File: src/rtl/wb_lsu_master.sv
// wb_lsu_master: Wishbone classic initiator for the core's single-outstanding
// load/store port. It turns one request into one bus cycle, or into an
// immediate error response when the request is misaligned. Load data is
// aligned and extended, and bus error or timeout is reported as rsp_err_o.
module wb_lsu_master #(
    parameter int TIMEOUT = 256
) (
    input  logic        wb_clk_i,
    input  logic        wb_rst_i,
    // core request
    input  logic        req_valid_i,
    output logic        req_ready_o,
    input  logic        req_we_i,
    input  logic [31:0] req_addr_i,
    input  logic [1:0]  req_size_i,
    input  logic        req_unsigned_i,
    input  logic [31:0] req_wdata_i,
    // core response
    output logic        rsp_valid_o,
    output logic [31:0] rsp_rdata_o,
    output logic        rsp_err_o,
    // Wishbone initiator
    output logic        wb_cyc_o,
    output logic        wb_stb_o,
    output logic        wb_we_o,
    output logic [31:0] wb_adr_o,
    output logic [3:0]  wb_sel_o,
    output logic [31:0] wb_dat_o,
    input  logic [31:0] wb_dat_i,
    input  logic        wb_ack_i,
    input  logic        wb_err_i
);

    // Timeout counter width follows TIMEOUT. A TIMEOUT of 0 would give
    // zero bits, so the counter keeps at least one bit.
    localparam int TO_W  = $clog2(TIMEOUT + 1);
    localparam int CNT_W = (TO_W < 1) ? 1 : TO_W;
    localparam logic [CNT_W-1:0] TO_LAST = (TIMEOUT == 0) ? '0 : CNT_W'(TIMEOUT - 1);

    typedef enum logic [1:0] {
        S_IDLE,
        S_ACCESS,
        S_RESP
    } state_t;

    state_t             r_state;
    logic [CNT_W-1:0]   r_cnt;
    logic               r_we;
    logic [1:0]         r_off;
    logic [1:0]         r_size;
    logic               r_uns;

    logic               r_rsp_valid;
    logic [31:0]        r_rsp_rdata;
    logic               r_rsp_err;
    logic               r_wb_cyc;
    logic               r_wb_stb;
    logic               r_wb_we;
    logic [31:0]        r_wb_adr;
    logic [3:0]         r_wb_sel;
    logic [31:0]        r_wb_dat;

    logic               w_hs;
    logic               w_misaligned;
    logic [3:0]         w_sel;
    logic [31:0]        w_dat;
    logic [7:0]         w_byte [4];
    logic [15:0]        w_half;
    logic [31:0]        w_load;
    logic               w_timeout;

    assign req_ready_o = (r_state == S_IDLE);
    assign w_hs        = req_valid_i & req_ready_o;
    assign w_timeout   = (TIMEOUT != 0) && (r_cnt == TO_LAST);

    assign rsp_valid_o = r_rsp_valid;
    assign rsp_rdata_o = r_rsp_rdata;
    assign rsp_err_o   = r_rsp_err;
    assign wb_cyc_o    = r_wb_cyc;
    assign wb_stb_o    = r_wb_stb;
    assign wb_we_o     = r_wb_we;
    assign wb_adr_o    = r_wb_adr;
    assign wb_sel_o    = r_wb_sel;
    assign wb_dat_o    = r_wb_dat;

    // Byte lanes of the read bus, lane index equals byte offset in the word.
    generate
        for (genvar gi = 0; gi < 4; gi++) begin : g_lane
            assign w_byte[gi] = wb_dat_i[8*gi +: 8];
        end
    endgenerate

    assign w_half = r_off[1] ? wb_dat_i[31:16] : wb_dat_i[15:0];

    // Misalignment check and lane select / replicated store data for the request.
    always_comb begin
        w_misaligned = 1'b0;
        w_sel        = 4'hF;
        w_dat        = req_wdata_i;
        case (req_size_i)
            2'd0: begin
                w_sel = 4'b0001 << req_addr_i[1:0];
                w_dat = {4{req_wdata_i[7:0]}};
            end
            2'd1: begin
                w_misaligned = req_addr_i[0];
                w_sel        = 4'b0011 << req_addr_i[1:0];
                w_dat        = {2{req_wdata_i[15:0]}};
            end
            2'd2: begin
                w_misaligned = (req_addr_i[1:0] != 2'b00);
            end
            default: begin
                w_misaligned = 1'b1;
            end
        endcase
    end

    // Extract the addressed field of the read data and sign/zero extend it.
    always_comb begin
        case (r_size)
            2'd0:    w_load = {{24{~r_uns & w_byte[r_off][7]}}, w_byte[r_off]};
            2'd1:    w_load = {{16{~r_uns & w_half[15]}}, w_half};
            default: w_load = wb_dat_i;
        endcase
    end

    // Request/bus/response state machine; every output it drives is registered.
    always_ff @(posedge wb_clk_i or posedge wb_rst_i) begin
        if (wb_rst_i) begin
            r_state     <= S_IDLE;
            r_cnt       <= '0;
            r_we        <= 1'b0;
            r_off       <= 2'b00;
            r_size      <= 2'b00;
            r_uns       <= 1'b0;
            r_rsp_valid <= 1'b0;
            r_rsp_rdata <= '0;
            r_rsp_err   <= 1'b0;
            r_wb_cyc    <= 1'b0;
            r_wb_stb    <= 1'b0;
            r_wb_we     <= 1'b0;
            r_wb_adr    <= '0;
            r_wb_sel    <= '0;
            r_wb_dat    <= '0;
        end else begin
            case (r_state)
                S_IDLE: begin
                    if (w_hs) begin
                        r_we   <= req_we_i;
                        r_off  <= req_addr_i[1:0];
                        r_size <= req_size_i;
                        r_uns  <= req_unsigned_i;
                        if (w_misaligned) begin
                            // No bus cycle: answer with an error right away.
                            r_state     <= S_RESP;
                            r_rsp_valid <= 1'b1;
                            r_rsp_err   <= 1'b1;
                            r_rsp_rdata <= '0;
                        end else begin
                            r_state  <= S_ACCESS;
                            r_cnt    <= '0;
                            r_wb_cyc <= 1'b1;
                            r_wb_stb <= 1'b1;
                            r_wb_we  <= req_we_i;
                            r_wb_adr <= {req_addr_i[31:2], 2'b00};
                            r_wb_sel <= w_sel;
                            r_wb_dat <= req_we_i ? w_dat : 32'd0;
                        end
                    end
                end
                S_ACCESS: begin
                    if (wb_ack_i | wb_err_i | w_timeout) begin
                        r_state     <= S_RESP;
                        r_wb_cyc    <= 1'b0;
                        r_wb_stb    <= 1'b0;
                        r_wb_we     <= 1'b0;
                        r_wb_adr    <= '0;
                        r_wb_sel    <= '0;
                        r_wb_dat    <= '0;
                        r_rsp_valid <= 1'b1;
                        // Error beats ack; timeout only fires without either.
                        if (wb_ack_i & ~wb_err_i) begin
                            r_rsp_err   <= 1'b0;
                            r_rsp_rdata <= r_we ? 32'd0 : w_load;
                        end else begin
                            r_rsp_err   <= 1'b1;
                            r_rsp_rdata <= '0;
                        end
                    end else begin
                        r_cnt <= r_cnt + 1'b1;
                    end
                end
                default: begin
                    // S_RESP: one-cycle response pulse, data/err are held.
                    r_rsp_valid <= 1'b0;
                    r_state     <= S_IDLE;
                end
            endcase
        end
    end

endmodule

File: config.mk
export PLATFORM = sky130hd
export DESIGN_NAME = wb_lsu_master
export DESIGN_NICKNAME = d
export VERILOG_FILES = /design/src/rtl/wb_lsu_master.sv
export SDC_FILE = /design/constraint.sdc
export NUM_CORES = 1
export LEC_CHECK = 0
export BUFFER_PORTS_ARGS = -buffer_cell sky130_fd_sc_hd__buf_2
export CELL_PAD_IN_SITES_DETAIL_PLACEMENT = 1
export CELL_PAD_IN_SITES_GLOBAL_PLACEMENT = 2
export CORE_ASPECT_RATIO = 2
export CORE_MARGIN = 2
export CORE_UTILIZATION = 30
export CTS_CLUSTER_DIAMETER = 60
export DETAILED_ROUTE_END_ITERATION = 10
export PLACE_DENSITY = 0.87
export SLEW_MARGIN = 40
export SYNTH_ARGS = -nofsm -noshare
export SYNTH_HDL_FRONTEND = slang
export SYNTH_SLANG_ARGS = --single-unit
File: constraint.sdc
create_clock -name wb_clk_i -period 3.9 [get_ports wb_clk_i]
set_clock_uncertainty 0.2 [all_clocks]
set_input_delay 0 -clock wb_clk_i [delete_from_list [all_inputs] [get_ports wb_clk_i]]
set_output_delay 0 -clock wb_clk_i [all_outputs]
set_load 0.1 [all_outputs]
==> out/summary.txt <==
status: finished, final reports clean
top_reg_cell synth: dfrtp_1
layout cells sized above 1: 34.3%
Worst Setup EP: wb_dat_o[27]$_DFFE_PP0P_
post-cts resize count: 0
Seq/Total Area, Yosys: 54.8%
Syn-to-layout area delta: 53.6%
CP max stage delay: 0.57 ns
worst hold path type: input pin to async pin
setup violators final: 0
Syn. warnings: 0
Final Wtd Congestion: 0.829
Setup Fix Bufs, Post-CTS: 0
clk root buf: clkbuf_16
Routed WL: 20.3 mm
Nets: 886
setup_tns: 0 ns
Syn Area/Cell: 12.0 µm²
Vias per Instance: 5.28
CTS clk-pin slew, worst paths: 0.05 ns
Sink Count: 119
via count: 5,289
Power Dens Cells: 684 nW/µm²
Starting Density: 30.5%
Placed Area: 6610 µm²
reg2reg start: r_cnt[0]$_DFFE_PP0P_
R2R depth: 9
vias in the first global route: 5,994
first-pass GRT wire length: 32.4 mm
Achievable Freq: 323 MHz
crit-path cells: ha_1 -> nand2_1 -> nor2_1 -> ha_1 -> o31ai_1 -> a21o_2 -> buf_4 -> o2bb2ai_1 -> dlygate4sd3_1
pin slew with the least headroom to its limit: 0.781 ns
DIE AREA: 19,300 µm²
Die Ht: 194 µm
1st-iter DRT viols: 189
All-Layer GR Usage: 21.5%
Final Core Density: 46.9%
Setup crit end kind: flop
Slew HR: 48.0%
antenna-violating nets left: 0
DPL Wire Length: 13.1 mm
Leak: 4.16 nW
Max Transition Viols Final: 0
fin crit share: 79.3%
Yosys reg bits: 119
post-DR wirelength/cell: 20.2 µm
final instance area: 8350 µm²
number of core rows: 69
H-tree depth: 4
die width: 99.2 µm
post-synthesis instance total: 454
FFs w/ async S/R, synth: 100%
maxcap violations: 0
Fin. Hold Viols: 0
CP max-delay cell: dlygate4sd3_1
final hold slack: 0.0282 ns
Core Box Area: 17,800 µm²
Hold Buf Count CTS: 123
I/O Pins: 211
Crit path required time: 4.04 ns
CP arrival: 3.23 ns
Congestion Overflow GR: 0
crit path launch: r_cnt[0]$_DFFE_PP0P_
Residual DRC: 0
TritonCTS Buffers: 17
largest net degree at the start of global routing: 71
initial antenna violation count: 1
TritonCTS clock tree: yes
Setup Crit Path Kind: flop to flop
Mapped Area: 5430 µm²
Pwr Total: 5.71 mW
crit-path most repeated cell: ha_1
worst-path maximum fanout: 68
Clock Path Buffers: 2
Worst setup SP type: flop
post-synthesis cell type count: 51
unrepaired setup endpoints after global routing: false
R2R Path End: wb_dat_o[27]$_DFFE_PP0P_
Port-buffer cells: 208
Final Critical Period: 3.09 ns
Reg2Reg Setup Slack: 0.81 ns
number of iterations in the first detailed-routing pass: 4
clk_lat worst skew: 0.40 ns
Post-synth EDFFs: 0
maximum VDD drop: 0.000417 V
cell type report:
| cell class | count | area (µm²) |
|---|---|---|
| clock inverters | 5 | 27.5 |
| fillers | 1938 | 9440 |
| inverters | 12 | 50.0 |
| flip-flops and latches | 119 | 2980 |
| well taps | 213 | 267 |
| clock buffers | 22 | 474 |
| multi-input cells | 287 | 2190 |
| diodes | 1 | 2.50 |
| repair buffers | 342 | 2350 |
cells by family after synthesis:
group	after synthesis	share of synthesized area, %
AOI/OAI and AO/OA	167	24.9
DFF	119	54.8
and+or+nand+nor	86	9.03
buffers and inverters	49	4.91
muxes	30	5.78
adders and majority gates	2	0.461
other	1	0.0690
cell usage after synthesis (all sizes together), types with 2 or more instances:
cell | number | area share [%]
a22o | 42 | 6.8
o221ai | 9 | 1.5
nor3 | 2 | 0.28
a21oi | 11 | 1.0
nor2b | 16 | 1.8
mux2 | 11 | 2.3
buf | 20 | 2.2
nand3 | 4 | 0.37
o211ai | 7 | 0.97
mux2i | 19 | 3.5
or3 | 10 | 1.2
inv | 12 | 0.83
o21bai | 3 | 0.41
a32o | 8 | 1.5
or4 | 7 | 0.97
a221o | 16 | 3.1
dfrtp | 119 | 55
o2bb2ai | 31 | 5.0
nor2 | 7 | 0.48
nand2b | 10 | 1.3
nand2 | 23 | 1.6
ha | 2 | 0.46
o21ai | 26 | 2.4
o21a | 3 | 0.41
a21o | 4 | 0.55
clkbuf | 16 | 1.7
layer usage:
| metal | vias up | GRT usage (%) | wire, µm |
|---|---|---|---|
| li1 | 2373 | - | - |
| met1 | 2669 | 22.8 | 7430 |
| met2 | 195 | 39.0 | 11100 |
| met3 | 52 | 4.24 | 764 |
| met4 | 0 | 12.0 | 937 |
| met5 | - | 0 | 0 |
placed cells by master, fill, tap and decap left out, drive strengths merged, types with 2 or more instances in the layout:
cell	count
dfrtp	119
a221o	16
o2bb2ai	31
nor2b	16
o21ai	26
mux2	11
o21bai	3
conb	2
or3	10
nand2b	10
nor3	2
clkinv	4
nor2	7
nand2	23
a32o	8
a21oi	11
mux2i	19
inv	12
nand3	4
buf	219
o21a	3
a22o	42
or4	7
o211ai	7
o221ai	9
clkbuf	22
dlygate4sd3	123
a21o	4
ha	2
worst min path at each step:
stage                   from                        to  slack (ns)
2_1_floorplan  req_addr_i[1]      r_off[1]$_DFFE_PP0P_       -0.08
5_1_grt             wb_rst_i   wb_dat_o[7]$_DFFE_PP0P_        0.08
3_3_place_gp        wb_rst_i  wb_dat_o[23]$_DFFE_PP0P_        0.02
4_1_cts             wb_rst_i  wb_dat_o[20]$_DFFE_PP0P_        0.05
3_5_place_dp        wb_rst_i  wb_dat_o[20]$_DFFE_PP0P_       -0.06
6_report            wb_rst_i  wb_dat_o[23]$_DFFE_PP0P_        0.03
worst max-delay path: cells and delay by family (launching register included):
kind                     cells  cell delay (ns)
adder cells (fa/ha/maj)      2             0.44
AO/OA/AOI/OAI                3             0.69
flip-flops                   1             0.40
buffers and inverters        2             1.13
AND/OR/NAND/NOR              2             0.12
state kept, by name, summed over array words and instances, names as in the netlist:
name	count
rsp_rdata_o	32
wb_dat_o	32
wb_adr_o	30
r_cnt	9
wb_sel_o	4
r_off	2
r_size	2
r_state	2
r_uns	1
r_we	1
rsp_err_o	1
rsp_valid_o	1
wb_stb_o	1
wb_we_o	1
per-stage QoR:
stage          instances  setup WS (ns)
2_1_floorplan        455          0.543
6_report            1001          0.807
5_1_grt             1001          0.569
4_1_cts             1000          0.816
3_3_place_gp         848           1.39
3_5_place_dp         850           1.29
power breakdown:
part | switching [mW] | leakage [nW] | internal (mW)
clock | 0.518 | 0.249 | 0.837
combinational | 2.15 | 2.33 | 0.565
sequential | 0.178 | 1.58 | 1.47
total | 2.84 | 4.16 | 2.87
Power figures use the tool's default switching activity.
